**src/rtl/pdm_interp_tx.sv**
```systemverilog
// PCM-to-PDM transmitter: sample FIFO, per-tick upsampler and 2nd-order sigma-delta modulator.
// Define PDM_LINEAR_INTERP_EN for linear interpolation between samples; default is zero-order hold.
//
// state  | meaning
// S_IDLE | no sample loaded yet; modulator input forced to 0
// S_RUN  | stepping through segments between prev and next on each tick
module pdm_interp_tx #(
    parameter int WIDTH            = 16,
    parameter int TICKS_PER_SAMPLE = 256,
    parameter int FIFO_DEPTH       = 4
) (
    input  logic                          clk_in,
    input  logic                          rst_in,
    input  logic                          tick_in,
    input  logic [WIDTH-1:0]              sample_in,
    input  logic                          sample_valid_in,
    output logic                          sample_ready_out,
    output logic                          pdm_out,
    output logic                          underrun_out,
    output logic [$clog2(FIFO_DEPTH):0]   fifo_count_out
);
    localparam int SHIFT = $clog2(TICKS_PER_SAMPLE);
    localparam int PTR_W = $clog2(FIFO_DEPTH);
    localparam int CNT_W = PTR_W + 1;
    localparam int I1_W  = WIDTH + 4;
    localparam int I2_W  = WIDTH + 8;
    localparam int SUM_W = WIDTH + 10;

    localparam logic signed [SUM_W-1:0] FB_POS = SUM_W'(1) <<< (WIDTH - 1);
    localparam logic signed [SUM_W-1:0] FB_NEG = -FB_POS;
    localparam logic signed [SUM_W-1:0] I1_MAX = (SUM_W'(1) <<< (I1_W - 1)) - SUM_W'(1);
    localparam logic signed [SUM_W-1:0] I1_MIN = -(SUM_W'(1) <<< (I1_W - 1));
    localparam logic signed [SUM_W-1:0] I2_MAX = (SUM_W'(1) <<< (I2_W - 1)) - SUM_W'(1);
    localparam logic signed [SUM_W-1:0] I2_MIN = -(SUM_W'(1) <<< (I2_W - 1));

    typedef enum logic {S_IDLE, S_RUN} state_t;

    state_t state, state_nxt;
    logic start, boundary, pop, push, empty;

    logic [WIDTH-1:0] mem [FIFO_DEPTH];
    logic [PTR_W-1:0] wr_ptr, rd_ptr;
    logic [CNT_W-1:0] count;
    logic [WIDTH-1:0] rd_data;

    logic [SHIFT-1:0]        k;
    logic signed [WIDTH-1:0] prev, next, x;

    logic signed [I1_W-1:0]  i1, i1_new;
    logic signed [I2_W-1:0]  i2, i2_new;
    logic signed [SUM_W-1:0] fb, i1_sum, i2_sum;

    assign empty            = (count == '0);
    assign sample_ready_out = (count != CNT_W'(FIFO_DEPTH));
    assign push             = sample_valid_in && sample_ready_out;
    assign fifo_count_out   = count;
    assign rd_data          = mem[rd_ptr];

    always_ff @(posedge clk_in or negedge rst_in) begin
        if (!rst_in) begin
            wr_ptr <= '0;
            rd_ptr <= '0;
            count  <= '0;
            for (int i = 0; i < FIFO_DEPTH; i++) mem[i] <= '0;
        end else begin
            if (push) begin
                mem[wr_ptr] <= sample_in;
                wr_ptr      <= wr_ptr + PTR_W'(1);
            end
            if (pop) rd_ptr <= rd_ptr + PTR_W'(1);
            case ({push, pop})
                2'b10:   count <= count + CNT_W'(1);
                2'b01:   count <= count - CNT_W'(1);
                default: ;
            endcase
        end
    end

    always_ff @(posedge clk_in or negedge rst_in) begin
        if (!rst_in) state <= S_IDLE;
        else         state <= state_nxt;
    end

    always_comb begin
        state_nxt    = state;
        start        = 1'b0;
        boundary     = 1'b0;
        pop          = 1'b0;
        underrun_out = 1'b0;
        case (state)
            S_IDLE: begin
                if (!empty) begin
                    start     = 1'b1;
                    pop       = 1'b1;
                    state_nxt = S_RUN;
                end
            end
            S_RUN: begin
                boundary     = tick_in && (&k);
                pop          = boundary && !empty;
                underrun_out = boundary && empty;
            end
            default: state_nxt = S_IDLE;
        endcase
    end

    // k wraps to zero on its own at the boundary because TICKS_PER_SAMPLE is a power of two.
    always_ff @(posedge clk_in or negedge rst_in) begin
        if (!rst_in) begin
            k    <= '0;
            prev <= '0;
            next <= '0;
        end else if (start) begin
            k    <= '0;
            prev <= '0;
            next <= rd_data;
        end else if (state == S_RUN && tick_in) begin
            k <= k + SHIFT'(1);
            if (boundary) begin
                prev <= next;
                if (!empty) next <= rd_data;
            end
        end
    end

`ifdef PDM_LINEAR_INTERP_EN
    localparam int ACC_W = WIDTH + SHIFT + 1;

    logic signed [ACC_W-1:0] acc;
    logic signed [WIDTH:0]   delta;

    assign delta = {next[WIDTH-1], next} - {prev[WIDTH-1], prev};

    // On an underrun next is retained, so reloading from it holds the last sample flat.
    always_ff @(posedge clk_in or negedge rst_in) begin
        if (!rst_in) begin
            acc <= '0;
        end else if (start) begin
            acc <= '0;
        end else if (state == S_RUN && tick_in) begin
            if (boundary) acc <= ACC_W'(next) <<< SHIFT;
            else          acc <= acc + ACC_W'(delta);
        end
    end

    assign x = (state == S_RUN) ? acc[SHIFT +: WIDTH] : '0;
`else
    assign x = (state == S_RUN) ? prev : '0;
`endif

    always_comb begin
        fb     = pdm_out ? FB_POS : FB_NEG;
        i1_sum = SUM_W'(i1) + SUM_W'(x) - fb;
        if (i1_sum > I1_MAX)      i1_new = I1_W'(I1_MAX);
        else if (i1_sum < I1_MIN) i1_new = I1_W'(I1_MIN);
        else                      i1_new = I1_W'(i1_sum);
        i2_sum = SUM_W'(i2) + SUM_W'(i1_new) - fb;
        if (i2_sum > I2_MAX)      i2_new = I2_W'(I2_MAX);
        else if (i2_sum < I2_MIN) i2_new = I2_W'(I2_MIN);
        else                      i2_new = I2_W'(i2_sum);
    end

    always_ff @(posedge clk_in or negedge rst_in) begin
        if (!rst_in) begin
            i1      <= '0;
            i2      <= '0;
            pdm_out <= 1'b0;
        end else if (tick_in) begin
            i1      <= i1_new;
            i2      <= i2_new;
            pdm_out <= ~i2_new[I2_W-1];
        end
    end

endmodule

```
**config.mk**
```make
export PLATFORM = sky130hd
export DESIGN_NAME = pdm_interp_tx
export DESIGN_NICKNAME = d
export VERILOG_FILES = /design/src/rtl/pdm_interp_tx.sv
export SDC_FILE = /design/constraint.sdc
export NUM_CORES = 1
export LEC_CHECK = 0
export BUFFER_PORTS_ARGS = -buffer_cell sky130_fd_sc_hd__buf_4
export CAP_MARGIN = 20
export CORE_ASPECT_RATIO = 1.75
export CORE_MARGIN = 1.5
export CORE_UTILIZATION = 25
export CTS_CLUSTER_DIAMETER = 50
export CTS_CLUSTER_SIZE = 12
export DETAILED_ROUTE_END_ITERATION = 10
export PLACE_DENSITY = 0.37
export SYNTH_ARGS = -nofsm -noshare
export SYNTH_HDL_FRONTEND = slang
export SYNTH_SLANG_ARGS = --single-unit
```
**constraint.sdc**
```tcl
create_clock -name clk_in -period 6.3 [get_ports clk_in]
set_input_delay 0.63 -clock clk_in [delete_from_list [all_inputs] [get_ports clk_in]]
set_output_delay 0.63 -clock clk_in [all_outputs]
set_load 0.02 [all_outputs]
```
* After elaboration in Yosys (flattened, before gate mapping)
Index checks and enable logic that the tools add are counted.
Cells by class: reduce and logical (&&, ||, !) cells 14, muxes and demuxes 28, bitwise gates (word level) 4, $lt $le $gt $ge 7, eq/ne operators 4, add/subtract/negate cells 9
Operators by type and width (count):
- 16-bit 2-to-1 mux | 11
- 64-bit bitwise mux | 1
- 24-bit 2-to-1 mux | 2
- 20-bit 2-to-1 mux | 2
- 16-bit binary-select mux with 2-bit select | 1
- 16-bit demux with 2-bit select | 1
- 26-bit by 20-bit > comparator with 1-bit output, second input constant | 1
- 26-bit by 24-bit > comparator with 1-bit output, second input constant | 1
- 26-bit by 20-bit less-than comparator with 1-bit output, second input constant | 1
- 26-bit by 24-bit less-than comparator with 1-bit output, second input constant | 1
- 26-bit 2-to-1 mux | 1
- 21-bit by 26-bit subtractor with 26-bit output | 1
- 25-bit by 26-bit subtractor with 26-bit output | 1
- 24-bit by 20-bit adder with 25-bit output | 1
- 20-bit by 16-bit adder with 21-bit output | 1
- 8-bit 2-to-1 mux | 2
- 8-bit by 1-bit adder with 8-bit output, second input constant | 1
- 8-bit AND reduction | 1
- 3-bit >= comparator, second input constant | 2
- 1-bit logical AND | 6
- 2-bit inverter with 3-bit output | 2
- 3-bit one-hot mux with 2 select lines | 1
- 2-bit nonzero test | 3
- 1-bit 2-to-1 mux | 5
- other kinds (14) | 16
Storage, ports and cells: logic and storage cells 80, input port bits 20, bits in registers 157

* Longest topological paths before layout
Gate-level depths: netlist of the first run.
depth in word-level cells 12, mapped depth 30, mapped depth without buffers 24

* Worst setup path before layout of the first run
Ideal clock, no wire load.
path type reg2reg, start point reg pdm_out, end point reg i2[10], setup slack 161 ps, clock period less this slack 6139 ps, cell stages (with the launch flop) 25, arrival 5987 ps, data required time 6148 ps, path through dfrtp_1 inv_1 fa_1 inv_1 ha_1 and3_1 a311oi_2 mux2i_1 o21ai_0 o22ai_1 and2_1 buf_2 buf_6 a21oi_1 fa_1 inv_1 ha_1 a21oi_1 o21a_1 o21ai_0 nand2_1 o31ai_4 xor2_4 o211ai_2 o221ai_1
On the way: longest elaborated chain between the ends 10
RTL lines:
- start, declared | line 18 | output logic pdm_out,
- start signal, assigned | line 171 | pdm_out <= ~i2_new[I2_W-1];
- 26-bit 2-to-1 mux * | line 152 | fb = pdm_out ? FB_POS : FB_NEG;
- 21-bit by 26-bit subtractor with 26-bit output | line 153 | i1_sum = SUM_W'(i1) + SUM_W'(x) - fb;
- 26-bit by 20-bit less-than comparator with 1-bit output | line 155 | else if (i1_sum < I1_MIN) i1_new = I1_W'(I1_MIN);
- 20-bit 2-to-1 mux | line 155
- 20-bit 2-to-1 mux | line 154 | if (i1_sum > I1_MAX) i1_new = I1_W'(I1_MAX);
- 24-bit by 20-bit adder with 25-bit output | line 157 | i2_sum = SUM_W'(i2) + SUM_W'(i1_new) - fb;
- 25-bit by 26-bit subtractor with 26-bit output * | line 157
- 26-bit by 24-bit less-than comparator with 1-bit output | line 159 | else if (i2_sum < I2_MIN) i2_new = I2_W'(I2_MIN);
- 24-bit 2-to-1 mux | line 159
- 24-bit 2-to-1 mux * | line 158 | if (i2_sum > I2_MAX) i2_new = I2_W'(I2_MAX);
- end signal, assigned | line 170 | i2 <= i2_new;
- end, declared | line 50 | logic signed [I2_W-1:0] i2, i2_new;
Every way passes the cells marked *; elsewhere a longest branch is shown, timed or not. A chain may end at the register's enable or synchronous reset.

* Worst setup path after layout of the first run
start point reg state, end point reg i2[10]
On the way: longest elaborated chain between the ends 11
RTL lines:
- start, declared | line 38 | state_t state, state_nxt;
- start signal, assigned | line 81 | else state <= state_nxt;
- 16-bit 2-to-1 mux * | line 148 | assign x = (state == S_RUN) ? prev : '0;
- 20-bit by 16-bit adder with 21-bit output * | line 153
- 21-bit by 26-bit subtractor with 26-bit output * | line 153
- 26-bit by 20-bit less-than comparator with 1-bit output | line 155
- 20-bit 2-to-1 mux | line 155
- 20-bit 2-to-1 mux * | line 154
- 24-bit by 20-bit adder with 25-bit output * | line 157
- 25-bit by 26-bit subtractor with 26-bit output * | line 157
- 26-bit by 24-bit less-than comparator with 1-bit output | line 159
- 24-bit 2-to-1 mux | line 159
- 24-bit 2-to-1 mux * | line 158
Marked as above.

==> results of run 1 <==
## cells by family after synthesis
| logic type | count (synthesis) | synth area share, % |
|---|---|---|
| fa+ha+maj | 95 | 12.6 |
| simple gates | 171 | 8.07 |
| flops | 157 | 38.6 |
| buf+inv | 165 | 6.31 |
| xor+xnor | 48 | 4.39 |
| mux | 100 | 12.8 |
| compound gates | 257 | 17.1 |
## per-stage QoR
step	std cells	hold WS, ns
final	1586	0.253
after global routing	1586	0.309
after CTS	1578	0.305
after detailed placement	1542	0.484
after global placement	1541	0.477
after floorplan	993	0.334
## path summary, 6_finish.rpt
| path | endpoint |
|---|---|
| min reg2reg | prev[1] |
| max reg2reg | i2[10] |
| max | i2[10] |
| min | mem[42] |
| max in group asynchronous | i1[3] |
| min in group clk_in | mem[40] |
## placed cells by master (no fill, tap or decap), types with 7 or more instances in the layout
cell type,count
sky130_fd_sc_hd__a22oi_1,15
sky130_fd_sc_hd__clkbuf_16,19
sky130_fd_sc_hd__ha_1,71
sky130_fd_sc_hd__a22o_1,19
sky130_fd_sc_hd__a21oi_2,12
sky130_fd_sc_hd__o21ai_0,49
sky130_fd_sc_hd__a21o_1,8
sky130_fd_sc_hd__o211ai_1,14
sky130_fd_sc_hd__o221ai_1,11
sky130_fd_sc_hd__nand2b_1,8
sky130_fd_sc_hd__inv_1,124
sky130_fd_sc_hd__mux4_2,16
sky130_fd_sc_hd__buf_4,91
sky130_fd_sc_hd__mux2_2,81
sky130_fd_sc_hd__fa_1,13
sky130_fd_sc_hd__xnor2_1,24
sky130_fd_sc_hd__dfrtp_1,155
sky130_fd_sc_hd__nor3_1,9
sky130_fd_sc_hd__ha_4,7
sky130_fd_sc_hd__o21a_1,7
sky130_fd_sc_hd__xor2_1,21
sky130_fd_sc_hd__a21oi_1,58
sky130_fd_sc_hd__nand3_1,12
sky130_fd_sc_hd__nand2_1,60
sky130_fd_sc_hd__nor2_1,37
## state kept, by name (all words and copies together), names as in the netlist
name and flops:
mem 64, i2 24, i1 20, next 16, prev 16, k 8
fifo_count_out 3, rd_ptr 2, wr_ptr 2, pdm_out 1, state 1
## Yosys cell counts (all sizes together) (8+ instances only)
library cell | instances | share of area (%)
dfrtp | 157 | 39
inv | 126 | 4.7
ha | 82 | 10
mux2 | 81 | 9.0
a21oi | 72 | 3.7
nand2 | 61 | 2.3
o21ai | 58 | 3.0
nor2 | 41 | 1.5
xnor2 | 26 | 2.3
clkbuf | 24 | 0.89
xor2 | 22 | 2.1
a22o | 19 | 1.6
mux4 | 16 | 3.5
a22oi | 15 | 1.1
o211ai | 15 | 1.2
buf | 14 | 0.74
fa | 13 | 2.6
nand3 | 13 | 0.69
nor3 | 12 | 0.69
o221ai | 11 | 0.95
a21o | 8 | 0.59
nand2b | 8 | 0.49
o21bai | 8 | 0.59
## layout make-up
cell class | instances | area share, %
clock buffer | 17 | 3.41
clock inverter | 15 | 1.63
inverter | 127 | 3.82
multi-input combinational | 671 | 47.4
sequential | 157 | 31.5
tap | 495 | 4.96
timing repair buffer | 104 | 7.25
## layer usage
metal / vias up / track usage, %
met4: 0 / 6.44
met1: 3753 / 13.8
met5: - / 0
met2: 83 / 28.6
li1: 3687 / -
met3: 46 / 1.99
## repair_timing
item | 4_1_cts | 5_1_grt
hold endpoints to repair | 0 | 0
gates resized for setup | 15 | 61
hold buffers | 0 | 0
endpoints found under the setup margin | 24 | 25
buffers inserted | 4 | 6
pin swaps | 3 | 17
gates cloned | 0 | 2
==> metrics.txt, run 1 <==
# TYPE chip_impl_metric gauge
chip_impl_metric{name="io_pins",unit=""} 26
chip_impl_metric{name="async_flop_share",unit="%"} 100
chip_impl_metric{name="numCtsBuffers",unit=""} 17
chip_impl_metric{name="cts.path.max_buffers",unit=""} 2
chip_impl_metric{name="core_region_area",unit="sq um"} 40100
chip_impl_metric{name="synth_register_bits",unit=""} 157
chip_impl_metric{name="totalWireLength",unit="um"} 28800
chip_impl_metric{name="final_core_utilization",unit="%"} 31.2
chip_impl_metric{name="ant_nets",unit=""} 0
chip_impl_metric{name="syn_avg_cell_area",unit="sq um"} 10.2
chip_impl_info{name="status",value="complete, no violations"} 1
chip_impl_info{name="cp_top_family",value="compound AO/OA/AOI/OAI gates"} 1
chip_impl_metric{name="path_clk_slew",unit="ns"} 0.08
chip_impl_info{name="critPathSlowestCell",value="sky130_fd_sc_hd__fa_1"} 1
chip_impl_metric{name="timing.final.crit_period",unit="ns"} 6.12
chip_impl_metric{name="critical_path_at",unit="ns"} 6.42
chip_impl_metric{name="seq_area",unit="sq um"} 3930
chip_impl_metric{name="max-cap-violations",unit=""} 0
chip_impl_metric{name="wl_cell",unit="um"} 18.2
chip_impl_metric{name="register_area_share_after_synthesis",unit="%"} 38.6
chip_impl_metric{name="insertedDiodeCount",unit=""} 0
chip_impl_metric{name="timing_hold_violations_final",unit=""} 0
chip_impl_metric{name="floorplan.die_area",unit="sq um"} 41900
chip_impl_metric{name="die_width",unit="um"} 155
chip_impl_metric{name="n_fill_cell",unit=""} 4198
chip_impl_metric{name="count_of_flip_flops_with_a_built_in_enable_after_synthesis",unit=""} 0
chip_impl_metric{name="post-route-drc-count",unit=""} 0
chip_impl_metric{name="timing.setup.tns",unit="ns"} 0
chip_impl_info{name="cp-startpoint",value="state"} 1
chip_impl_metric{name="cts_num_sinks",unit=""} 157
chip_impl_metric{name="finalNetCount",unit=""} 1193
chip_impl_info{name="r2r_start",value="state"} 1
chip_impl_metric{name="wire_length_of_the_first_global_routing_pass",unit="um"} 45100
chip_impl_metric{name="layout-drive-gt1-share",unit="%"} 27.8
chip_impl_metric{name="maxSlewViolCount",unit=""} 0
chip_impl_metric{name="dp_worst_setup_slack",unit="ns"} -0.382
chip_impl_metric{name="post_synth_inst_count",unit=""} 993
chip_impl_metric{name="critPathMaxStageDelay",unit="ns"} 0.48
chip_impl_metric{name="final_critical_path_setup_slack",unit="ns"} 0.179
chip_impl_metric{name="timing.clock.skew",unit="ns"} 0.0174
chip_impl_metric{name="grt_pass1_vias",unit=""} 8112
chip_impl_info{name="top_signal_layer_used",value="met4"} 1
chip_impl_metric{name="globalRoute.totalOverflow",unit=""} 0
chip_impl_metric{name="mappedNetlistArea",unit="sq um"} 10200
chip_impl_metric{name="core.rowCount",unit=""} 97
chip_impl_info{name="startpoint_type",value="flip-flop"} 1
chip_impl_metric{name="die_height",unit="um"} 270
chip_impl_metric{name="final_min_period_over_clock_period",unit="%"} 97.2
chip_impl_metric{name="critical_path_cell_count",unit=""} 27
chip_impl_metric{name="i_o_buffers",unit=""} 25
chip_impl_metric{name="number_of_nets_produced_by_synthesis",unit=""} 1108
chip_impl_metric{name="final_design_area_no_fill",unit="sq um"} 12500
chip_impl_metric{name="drt_iter0_markers",unit=""} 192
chip_impl_metric{name="critical_path.n_buffers_inverters",unit=""} 7
chip_impl_metric{name="setup_viol_count_final",unit=""} 0
chip_impl_metric{name="cts-htree-levels",unit=""} 4
chip_impl_metric{name="antenna_found_initial",unit=""} 0
chip_impl_info{name="cts_tree",value="yes"} 1
chip_impl_metric{name="met2WireLength",unit="um"} 17100
chip_impl_info{name="worst_hold_path_type",value="input pin to async pin"} 1
chip_impl_metric{name="timing.critical_path.fanout_max",unit=""} 7
chip_impl_info{name="critPathCaptureType",value="flip-flop"} 1
chip_impl_metric{name="routed-wl-met3",unit="um"} 432
chip_impl_metric{name="grt_util_all_layers",unit="%"} 14.2
chip_impl_metric{name="met1_length",unit="um"} 10200
chip_impl_metric{name="worst_slew_margin_rel",unit="%"} 37.5
chip_impl_metric{name="globalplace.congestion",unit=""} 0.815
chip_impl_metric{name="avgViaCountPerCell",unit=""} 4.77
chip_impl_metric{name="initial_utilization",unit="%"} 25.4
chip_impl_metric{name="critical_path_required",unit="ns"} 6.60
chip_impl_metric{name="dp.final_hpwl",unit="um"} 21900
chip_impl_metric{name="placedInstanceArea",unit="sq um"} 11400
chip_impl_info{name="clockRootBuffer",value="sky130_fd_sc_hd__clkbuf_16"} 1
chip_impl_info{name="worstSetupPathType",value="flip-flop to flip-flop"} 1
chip_impl_metric{name="fmax",unit="GHz"} 0.163
chip_impl_metric{name="synth_cell_types",unit=""} 75
chip_impl_metric{name="multi_input_area",unit="sq um"} 5920
chip_impl_metric{name="drt-pass1-iter-count",unit=""} 6
chip_impl_metric{name="r2r_cells",unit=""} 27
chip_impl_metric{name="grt_start_max_net_pins",unit=""} 89
chip_impl_info{name="yosys_most_used_dff",value="sky130_fd_sc_hd__dfrtp_1"} 1
chip_impl_metric{name="area_growth_syn_to_layout",unit="%"} 22.7
chip_impl_metric{name="ff2ff_setup_slack",unit="ns"} 0.18
chip_impl_info{name="worst_path_most_repeated_cell",value="sky130_fd_sc_hd__buf_4"} 1
chip_impl_metric{name="vias",unit=""} 7569
chip_impl_metric{name="insertion_delay",unit="ns"} 0.45
chip_impl_metric{name="worst_slew_pin_slew",unit="ns"} 0.937
chip_impl_metric{name="ys.warnings.count",unit=""} 0
Power of run 1 is left out: the tool's default activity adds up to more than one toggle a clock period on the data nets, which glitch-free logic cannot reach.
==> inputs of run 2 (changes only) <==
--- a/config.mk
+++ b/config.mk
@@ -7,13 +7,16 @@
 export LEC_CHECK = 0
 export BUFFER_PORTS_ARGS = -buffer_cell sky130_fd_sc_hd__buf_4
 export CAP_MARGIN = 20
+export CELL_PAD_IN_SITES_DETAIL_PLACEMENT = 1
+export CELL_PAD_IN_SITES_GLOBAL_PLACEMENT = 2
 export CORE_ASPECT_RATIO = 1.75
 export CORE_MARGIN = 1.5
 export CORE_UTILIZATION = 25
 export CTS_CLUSTER_DIAMETER = 50
 export CTS_CLUSTER_SIZE = 12
 export DETAILED_ROUTE_END_ITERATION = 10
-export PLACE_DENSITY = 0.37
+export MAX_ROUTING_LAYER = met4
+export PLACE_DENSITY = 0.51
 export SYNTH_ARGS = -nofsm -noshare
 export SYNTH_HDL_FRONTEND = slang
 export SYNTH_SLANG_ARGS = --single-unit
==> run 2 against run 1 <==
  * Utilization shrank 0.37 points
  * Clock-buffer cell count grew 3
  * Highest routed layer unchanged
  * Largest cell class unchanged
  * Flip-flop and latch count is the same
  * Worst setup slack gained 0.13 ns
==> metrics.txt, run 2 (synthesis results as in run 1) <==
# TYPE chip_impl_metric gauge
chip_impl_info{name="status",value="complete, no violations"} 1
chip_impl_metric{name="cts_num_sinks",unit=""} 157
chip_impl_metric{name="die_height",unit="um"} 270
chip_impl_info{name="most_frequent_cells_in_the_layout",value="155 x sky130_fd_sc_hd__dfrtp_1, 126 x sky130_fd_sc_hd__inv_1, 98 x sky130_fd_sc_hd__buf_4"} 1
chip_impl_info{name="rsz0062_at_grt",value="yes"} 1
chip_impl_metric{name="drt_iter0_markers",unit=""} 161
chip_impl_metric{name="timing.final.crit_period",unit="ns"} 5.99
chip_impl_metric{name="worst_slew_margin_rel",unit="%"} 35.2
chip_impl_metric{name="core.rowCount",unit=""} 97
chip_impl_metric{name="drt-pass1-iter-count",unit=""} 4
chip_impl_metric{name="wl_cell",unit="um"} 18.7
chip_impl_metric{name="globalRoute.totalOverflow",unit=""} 0
chip_impl_metric{name="avgViaCountPerCell",unit=""} 4.82
chip_impl_metric{name="totalWireLength",unit="um"} 29800
chip_impl_metric{name="layout-drive-gt1-share",unit="%"} 26.5
chip_impl_metric{name="vias",unit=""} 7657
chip_impl_metric{name="io_pins",unit=""} 26
chip_impl_metric{name="r2r_cells",unit=""} 27
chip_impl_info{name="worstSetupPathType",value="flip-flop to flip-flop"} 1
chip_impl_info{name="r2r_start",value="state"} 1
chip_impl_info{name="worst_r2r_endpoint",value="i2[11]"} 1
chip_impl_metric{name="grt_util_all_layers",unit="%"} 15.7
chip_impl_metric{name="cts.path.max_buffers",unit=""} 2
chip_impl_metric{name="largest_register_ff_count",unit=""} 64
chip_impl_metric{name="critical_path_at",unit="ns"} 6.34
chip_impl_metric{name="timing.critical_path.fanout_max",unit=""} 11
chip_impl_metric{name="insertedDiodeCount",unit=""} 0
chip_impl_info{name="reg_top3",value="mem (64), i2 (24), i1 (20)"} 1
chip_impl_metric{name="critical_path_required",unit="ns"} 6.65
chip_impl_metric{name="antenna_found_initial",unit=""} 0
chip_impl_info{name="worst_hold_path_type",value="input pin to async pin"} 1
chip_impl_metric{name="die_width",unit="um"} 155
chip_impl_metric{name="setup_viol_count_final",unit=""} 0
chip_impl_metric{name="initial_utilization",unit="%"} 25.4
chip_impl_metric{name="grt_pass1_vias",unit=""} 8852
chip_impl_metric{name="worst_slew_pin_slew",unit="ns"} 0.972
chip_impl_metric{name="cts_hold_buf",unit=""} 0
chip_impl_metric{name="grt_start_max_net_pins",unit=""} 68
chip_impl_metric{name="insertion_delay",unit="ns"} 0.44
chip_impl_metric{name="final_min_period_over_clock_period",unit="%"} 95.1
chip_impl_metric{name="path_clk_slew",unit="ns"} 0.07
chip_impl_metric{name="maxSlewViolCount",unit=""} 0
chip_impl_metric{name="floorplan.die_area",unit="sq um"} 41900
chip_impl_metric{name="timing_hold_violations_final",unit=""} 0
chip_impl_info{name="cts_tree",value="yes"} 1
chip_impl_metric{name="core_region_area",unit="sq um"} 40100
chip_impl_info{name="top_register",value="mem"} 1
chip_impl_metric{name="finalNetCount",unit=""} 1195
chip_impl_metric{name="ff2ff_setup_slack",unit="ns"} 0.31
chip_impl_info{name="clockRootBuffer",value="sky130_fd_sc_hd__clkbuf_16"} 1
chip_impl_metric{name="area_growth_syn_to_layout",unit="%"} 21.3
chip_impl_metric{name="placedInstanceArea",unit="sq um"} 11400
chip_impl_metric{name="cts-htree-levels",unit=""} 4
chip_impl_metric{name="timing.clock.skew",unit="ns"} 0.0155
chip_impl_metric{name="fmax",unit="GHz"} 0.167
chip_impl_info{name="startpoint_type",value="flip-flop"} 1
chip_impl_metric{name="final_core_utilization",unit="%"} 30.8
chip_impl_metric{name="globalplace.congestion",unit=""} 0.765
chip_impl_metric{name="dp.final_hpwl",unit="um"} 22800
chip_impl_info{name="layout_commonest_cell",value="sky130_fd_sc_hd__dfrtp_1"} 1
chip_impl_metric{name="i_o_buffers",unit=""} 25
chip_impl_metric{name="ant_nets",unit=""} 0
chip_impl_info{name="critPathCaptureType",value="flip-flop"} 1
chip_impl_metric{name="wire_length_of_the_first_global_routing_pass",unit="um"} 49600
chip_impl_metric{name="numCtsBuffers",unit=""} 17
chip_impl_metric{name="post-route-drc-count",unit=""} 0
chip_impl_metric{name="final_design_area_no_fill",unit="sq um"} 12300
chip_impl_metric{name="max-cap-violations",unit=""} 0
run 2: what timing repair did:
action / 4_1_cts / 5_1_grt
pin swaps: 2 / 9
endpoints found under the setup margin: 22 / 25
gates resized for setup: 13 / 42
setup buffers: 2 / 4
run 2: through the flow:
stage / std cells / worst slack [ns] / setup TNS [ns] / hold slack, ns
final: 1587 / 0.308 / 0 / 0.164
after global routing: 1587 / -0.0298 / -0.106 / 0.198
after CTS: 1583 / 0.0278 / 0 / 0.189
after detailed placement: 1550 / -0.173 / -1.86 / 0.484
after global placement: 1550 / -0.101 / -0.635 / 0.479
after floorplan: 993 / 0.161 / 0 / 0.334
run 2: how the worst max path moves through the flow:
stage	from	endpoint
6_report	state	i2[11]
5_1_grt	state	i2[11]
4_1_cts	state	i2[11]
3_5_place_dp	state	i2[15]
3_3_place_gp	state	i2[15]
2_1_floorplan	pdm_out	i2[10]
run 2: layout make-up:
| type | instances | area [sq um] |
|---|---|---|
| multi-input cells | 671 | 5820 |
| well taps | 495 | 619 |
| fillers | 4481 | 27700 |
| clock buffers | 20 | 457 |
| clock inverters | 11 | 158 |
| flip-flops and latches | 157 | 3930 |
| inverters | 127 | 477 |
| repair buffers | 106 | 870 |
run 2: metal layers:
layer	up-vias	GRT usage (%)	routed length [um]
li1	3685	-	-
met1	3896	16.0	11300
met2	47	30.4	17400
met3	29	1.97	388
met4	0	5.01	656
met5	-	-	0
run 2: worst max-delay path, cell delays in order, from the launching register on:
cell and delay [ns]:
sky130_fd_sc_hd__dfrtp_2 0.42, sky130_fd_sc_hd__and2_4 0.19, sky130_fd_sc_hd__inv_1 0.08, sky130_fd_sc_hd__fa_1 0.48, sky130_fd_sc_hd__inv_1 0.04, sky130_fd_sc_hd__ha_1 0.32, sky130_fd_sc_hd__and3_2 0.28, sky130_fd_sc_hd__and3_1 0.24
sky130_fd_sc_hd__nor3b_1 0.19, sky130_fd_sc_hd__mux2i_1 0.10, sky130_fd_sc_hd__o21a_1 0.15, sky130_fd_sc_hd__a211oi_4 0.33, sky130_fd_sc_hd__or2_4 0.21, sky130_fd_sc_hd__buf_6 0.15, sky130_fd_sc_hd__a21oi_1 0.09, sky130_fd_sc_hd__ha_1 0.28
sky130_fd_sc_hd__inv_1 0.04, sky130_fd_sc_hd__ha_1 0.32, sky130_fd_sc_hd__a21o_1 0.22, sky130_fd_sc_hd__a211o_1 0.28, sky130_fd_sc_hd__o21ai_2 0.20, sky130_fd_sc_hd__o2111a_2 0.27, sky130_fd_sc_hd__o31ai_4 0.09, sky130_fd_sc_hd__buf_4 0.16
sky130_fd_sc_hd__o31ai_4 0.28, sky130_fd_sc_hd__o21ai_2 0.11, sky130_fd_sc_hd__buf_12 0.19, sky130_fd_sc_hd__o221ai_1 0.17
Power of run 2 is left out for the same reason.
==> inputs of run 3 (changes only) <==
--- a/config.mk
+++ b/config.mk
@@ -16,7 +16,7 @@
 export CTS_CLUSTER_SIZE = 12
 export DETAILED_ROUTE_END_ITERATION = 10
 export MAX_ROUTING_LAYER = met4
-export PLACE_DENSITY = 0.51
+export PLACE_DENSITY = 0.49
 export SYNTH_ARGS = -nofsm -noshare
 export SYNTH_HDL_FRONTEND = slang
 export SYNTH_SLANG_ARGS = --single-unit
==> constraint.sdc (replaced) <==
create_clock -name clk_in -period 6.05 [get_ports clk_in]
set_input_delay 0.605 -clock clk_in [delete_from_list [all_inputs] [get_ports clk_in]]
set_output_delay 0.605 -clock clk_in [all_outputs]
set_load 0.02 [all_outputs]
==> run 3 against run 2 <==
  * Flip-flop and latch count unchanged
  * Worst hold slack worse by 0.12 ns
  * Register-to-register slack worse by 0.095 ns
  * Cell count up 3.6%
  * First-iteration DRC count is 12% lower
  * Die area stayed put
  * Utilization is 2.2 points higher
  * Clock skew down 0.0019 ns
  * Critical path depth shrank 2
  * Clock-buffer cell count down 1
  * Final area up 7.1%
  * Critical endpoint is now i2[19]
  * Highest routed layer unchanged
==> metrics.txt, run 3 (synthesis results as in run 1) <==
# TYPE chip_impl_metric gauge
chip_impl_metric{name="max-cap-violations",unit=""} 0
chip_impl_metric{name="wl_cell",unit="um"} 19.0
chip_impl_metric{name="maxSlewViolCount",unit=""} 0
chip_impl_metric{name="die_height",unit="um"} 270
chip_impl_metric{name="cts-htree-levels",unit=""} 4
chip_impl_metric{name="drt-pass1-iter-count",unit=""} 4
chip_impl_metric{name="insertion_delay",unit="ns"} 0.44
chip_impl_metric{name="grt_util_all_layers",unit="%"} 15.9
chip_impl_metric{name="area_growth_syn_to_layout",unit="%"} 29.9
chip_impl_metric{name="worst_slew_pin_slew",unit="ns"} 0.937
chip_impl_info{name="cts_tree",value="yes"} 1
chip_impl_metric{name="dp.final_hpwl",unit="um"} 23700
chip_impl_metric{name="ant_nets",unit=""} 0
chip_impl_metric{name="avgViaCountPerCell",unit=""} 4.77
chip_impl_metric{name="globalRoute.totalOverflow",unit=""} 0
chip_impl_metric{name="timing.clock.skew",unit="ns"} 0.0136
chip_impl_metric{name="wire_length_of_the_first_global_routing_pass",unit="um"} 49600
chip_impl_metric{name="cts_num_sinks",unit=""} 157
chip_impl_metric{name="timing.setup.tns",unit="ns"} 0
chip_impl_metric{name="seq_area",unit="sq um"} 3930
chip_impl_metric{name="io_pins",unit=""} 26
chip_impl_metric{name="n_fill_cell",unit=""} 4485
chip_impl_info{name="startpoint_type",value="flip-flop"} 1
chip_impl_metric{name="grt_start_max_net_pins",unit=""} 131
chip_impl_metric{name="path_clk_slew",unit="ns"} 0.07
chip_impl_metric{name="antenna_found_initial",unit=""} 0
chip_impl_metric{name="timing_hold_violations_final",unit=""} 0
chip_impl_metric{name="worst_slew_margin_rel",unit="%"} 37.4
chip_impl_metric{name="totalWireLength",unit="um"} 31200
chip_impl_metric{name="critical_path_required",unit="ns"} 6.34
chip_impl_metric{name="vias",unit=""} 7842
chip_impl_metric{name="ff2ff_setup_slack",unit="ns"} 0.21
chip_impl_metric{name="final_min_period_over_clock_period",unit="%"} 96.5
chip_impl_metric{name="globalplace.congestion",unit=""} 0.782
chip_impl_metric{name="multi_input_area",unit="sq um"} 6190
chip_impl_metric{name="cts.path.max_buffers",unit=""} 2
chip_impl_metric{name="critical_path_at",unit="ns"} 6.13
chip_impl_metric{name="timing.critical_path.fanout_max",unit=""} 5
chip_impl_metric{name="layout-drive-gt1-share",unit="%"} 34.6
chip_impl_metric{name="core.rowCount",unit=""} 97
chip_impl_metric{name="drt_iter0_markers",unit=""} 141
chip_impl_metric{name="core_region_area",unit="sq um"} 40100
chip_impl_metric{name="finalNetCount",unit=""} 1251
chip_impl_info{name="worst_path_most_repeated_cell",value="sky130_fd_sc_hd__buf_4"} 1
chip_impl_metric{name="post-route-drc-count",unit=""} 0
chip_impl_info{name="rsz0062_at_grt",value="yes"} 1
chip_impl_info{name="worst_r2r_endpoint",value="i2[19]"} 1
chip_impl_metric{name="die_width",unit="um"} 155
chip_impl_info{name="clockRootBuffer",value="sky130_fd_sc_hd__clkbuf_16"} 1
chip_impl_info{name="worst_hold_path_type",value="input pin to async pin"} 1
chip_impl_metric{name="insertedDiodeCount",unit=""} 0
chip_impl_metric{name="critical_path.n_buffers_inverters",unit=""} 5
chip_impl_info{name="top_register",value="mem"} 1
chip_impl_info{name="status",value="complete, no violations"} 1
chip_impl_metric{name="critPathMaxStageDelay",unit="ns"} 0.49
chip_impl_info{name="worstSetupPathType",value="flip-flop to flip-flop"} 1
chip_impl_metric{name="grt_pass1_vias",unit=""} 8884
chip_impl_metric{name="setup_viol_count_final",unit=""} 0
chip_impl_metric{name="initial_utilization",unit="%"} 25.4
chip_impl_metric{name="numCtsBuffers",unit=""} 17
chip_impl_metric{name="largest_register_ff_count",unit=""} 64
chip_impl_info{name="layout_commonest_cell",value="sky130_fd_sc_hd__dfrtp_1"} 1
chip_impl_info{name="r2r_start",value="state"} 1
chip_impl_metric{name="timing.final.crit_period",unit="ns"} 5.84
chip_impl_metric{name="i_o_buffers",unit=""} 25
chip_impl_metric{name="fmax",unit="GHz"} 0.171
chip_impl_info{name="cp_top_family",value="compound AO/OA/AOI/OAI gates"} 1
chip_impl_info{name="critPathSlowestCell",value="sky130_fd_sc_hd__fa_1"} 1
chip_impl_info{name="most_frequent_cells_in_the_layout",value="155 x sky130_fd_sc_hd__dfrtp_1, 148 x sky130_fd_sc_hd__buf_4, 123 x sky130_fd_sc_hd__inv_1"} 1
chip_impl_info{name="reg_top3",value="mem (64), i2 (24), i1 (20)"} 1
chip_impl_metric{name="floorplan.die_area",unit="sq um"} 41900
chip_impl_info{name="critPathCaptureType",value="flip-flop"} 1
chip_impl_metric{name="r2r_cells",unit=""} 25
[run 3: layout make-up]
cell class / instances / area share, %
clock inverter: 13 / 1.52
inverter: 127 / 3.64
clock buffer: 19 / 3.35
timing repair buffer: 162 / 10.2
sequential: 157 / 29.8
tap: 495 / 4.69
multi-input combinational: 671 / 46.8
[run 3: worst max path at each step]
stage / start / to / slack [ns] / depth (start not counted)
6_report: state / i2[19] / 0.21 / 25
5_1_grt: state / i2[0] / -0.02 / 27
4_1_cts: state / i2[0] / 0.005 / 27
3_5_place_dp: state / i2[7] / -0.45 / 27
3_3_place_gp: state / i2[0] / -0.44 / 26
2_1_floorplan: pdm_out / i2[10] / 0.18 / 24
[run 3: through the flow]
stage	util, %	hold slack, ns	cell area, sq um	setup slack [ns]	instances
global route	33.0	0.0480	13200	-0.0193	1644
finish	33.0	0.0394	13200	0.213	1644
CTS	31.4	0.0357	12600	0.00488	1631
global placement	29.5	0.479	11800	-0.441	1599
detailed placement	29.5	0.484	11800	-0.451	1599
floorplan	-	0.309	10200	0.185	993
[run 3: repair_timing]
item | CTS | global route
setup buffers | 0 | 12
endpoints found under the setup margin | 25 | 25
pin swaps | 5 | 27
resized for setup | 20 | 103
hold buffers | 0 | 0
gates cloned | 0 | 2
[run 3: layer usage]
metal  GRT usage [%]  part of all wire [%]
met1            15.9                    37
met2            31.4                    60
met3            1.83                   1.1
met4            4.41                   2.0
met5               -                     0
Power of run 3 is left out for the same reason.
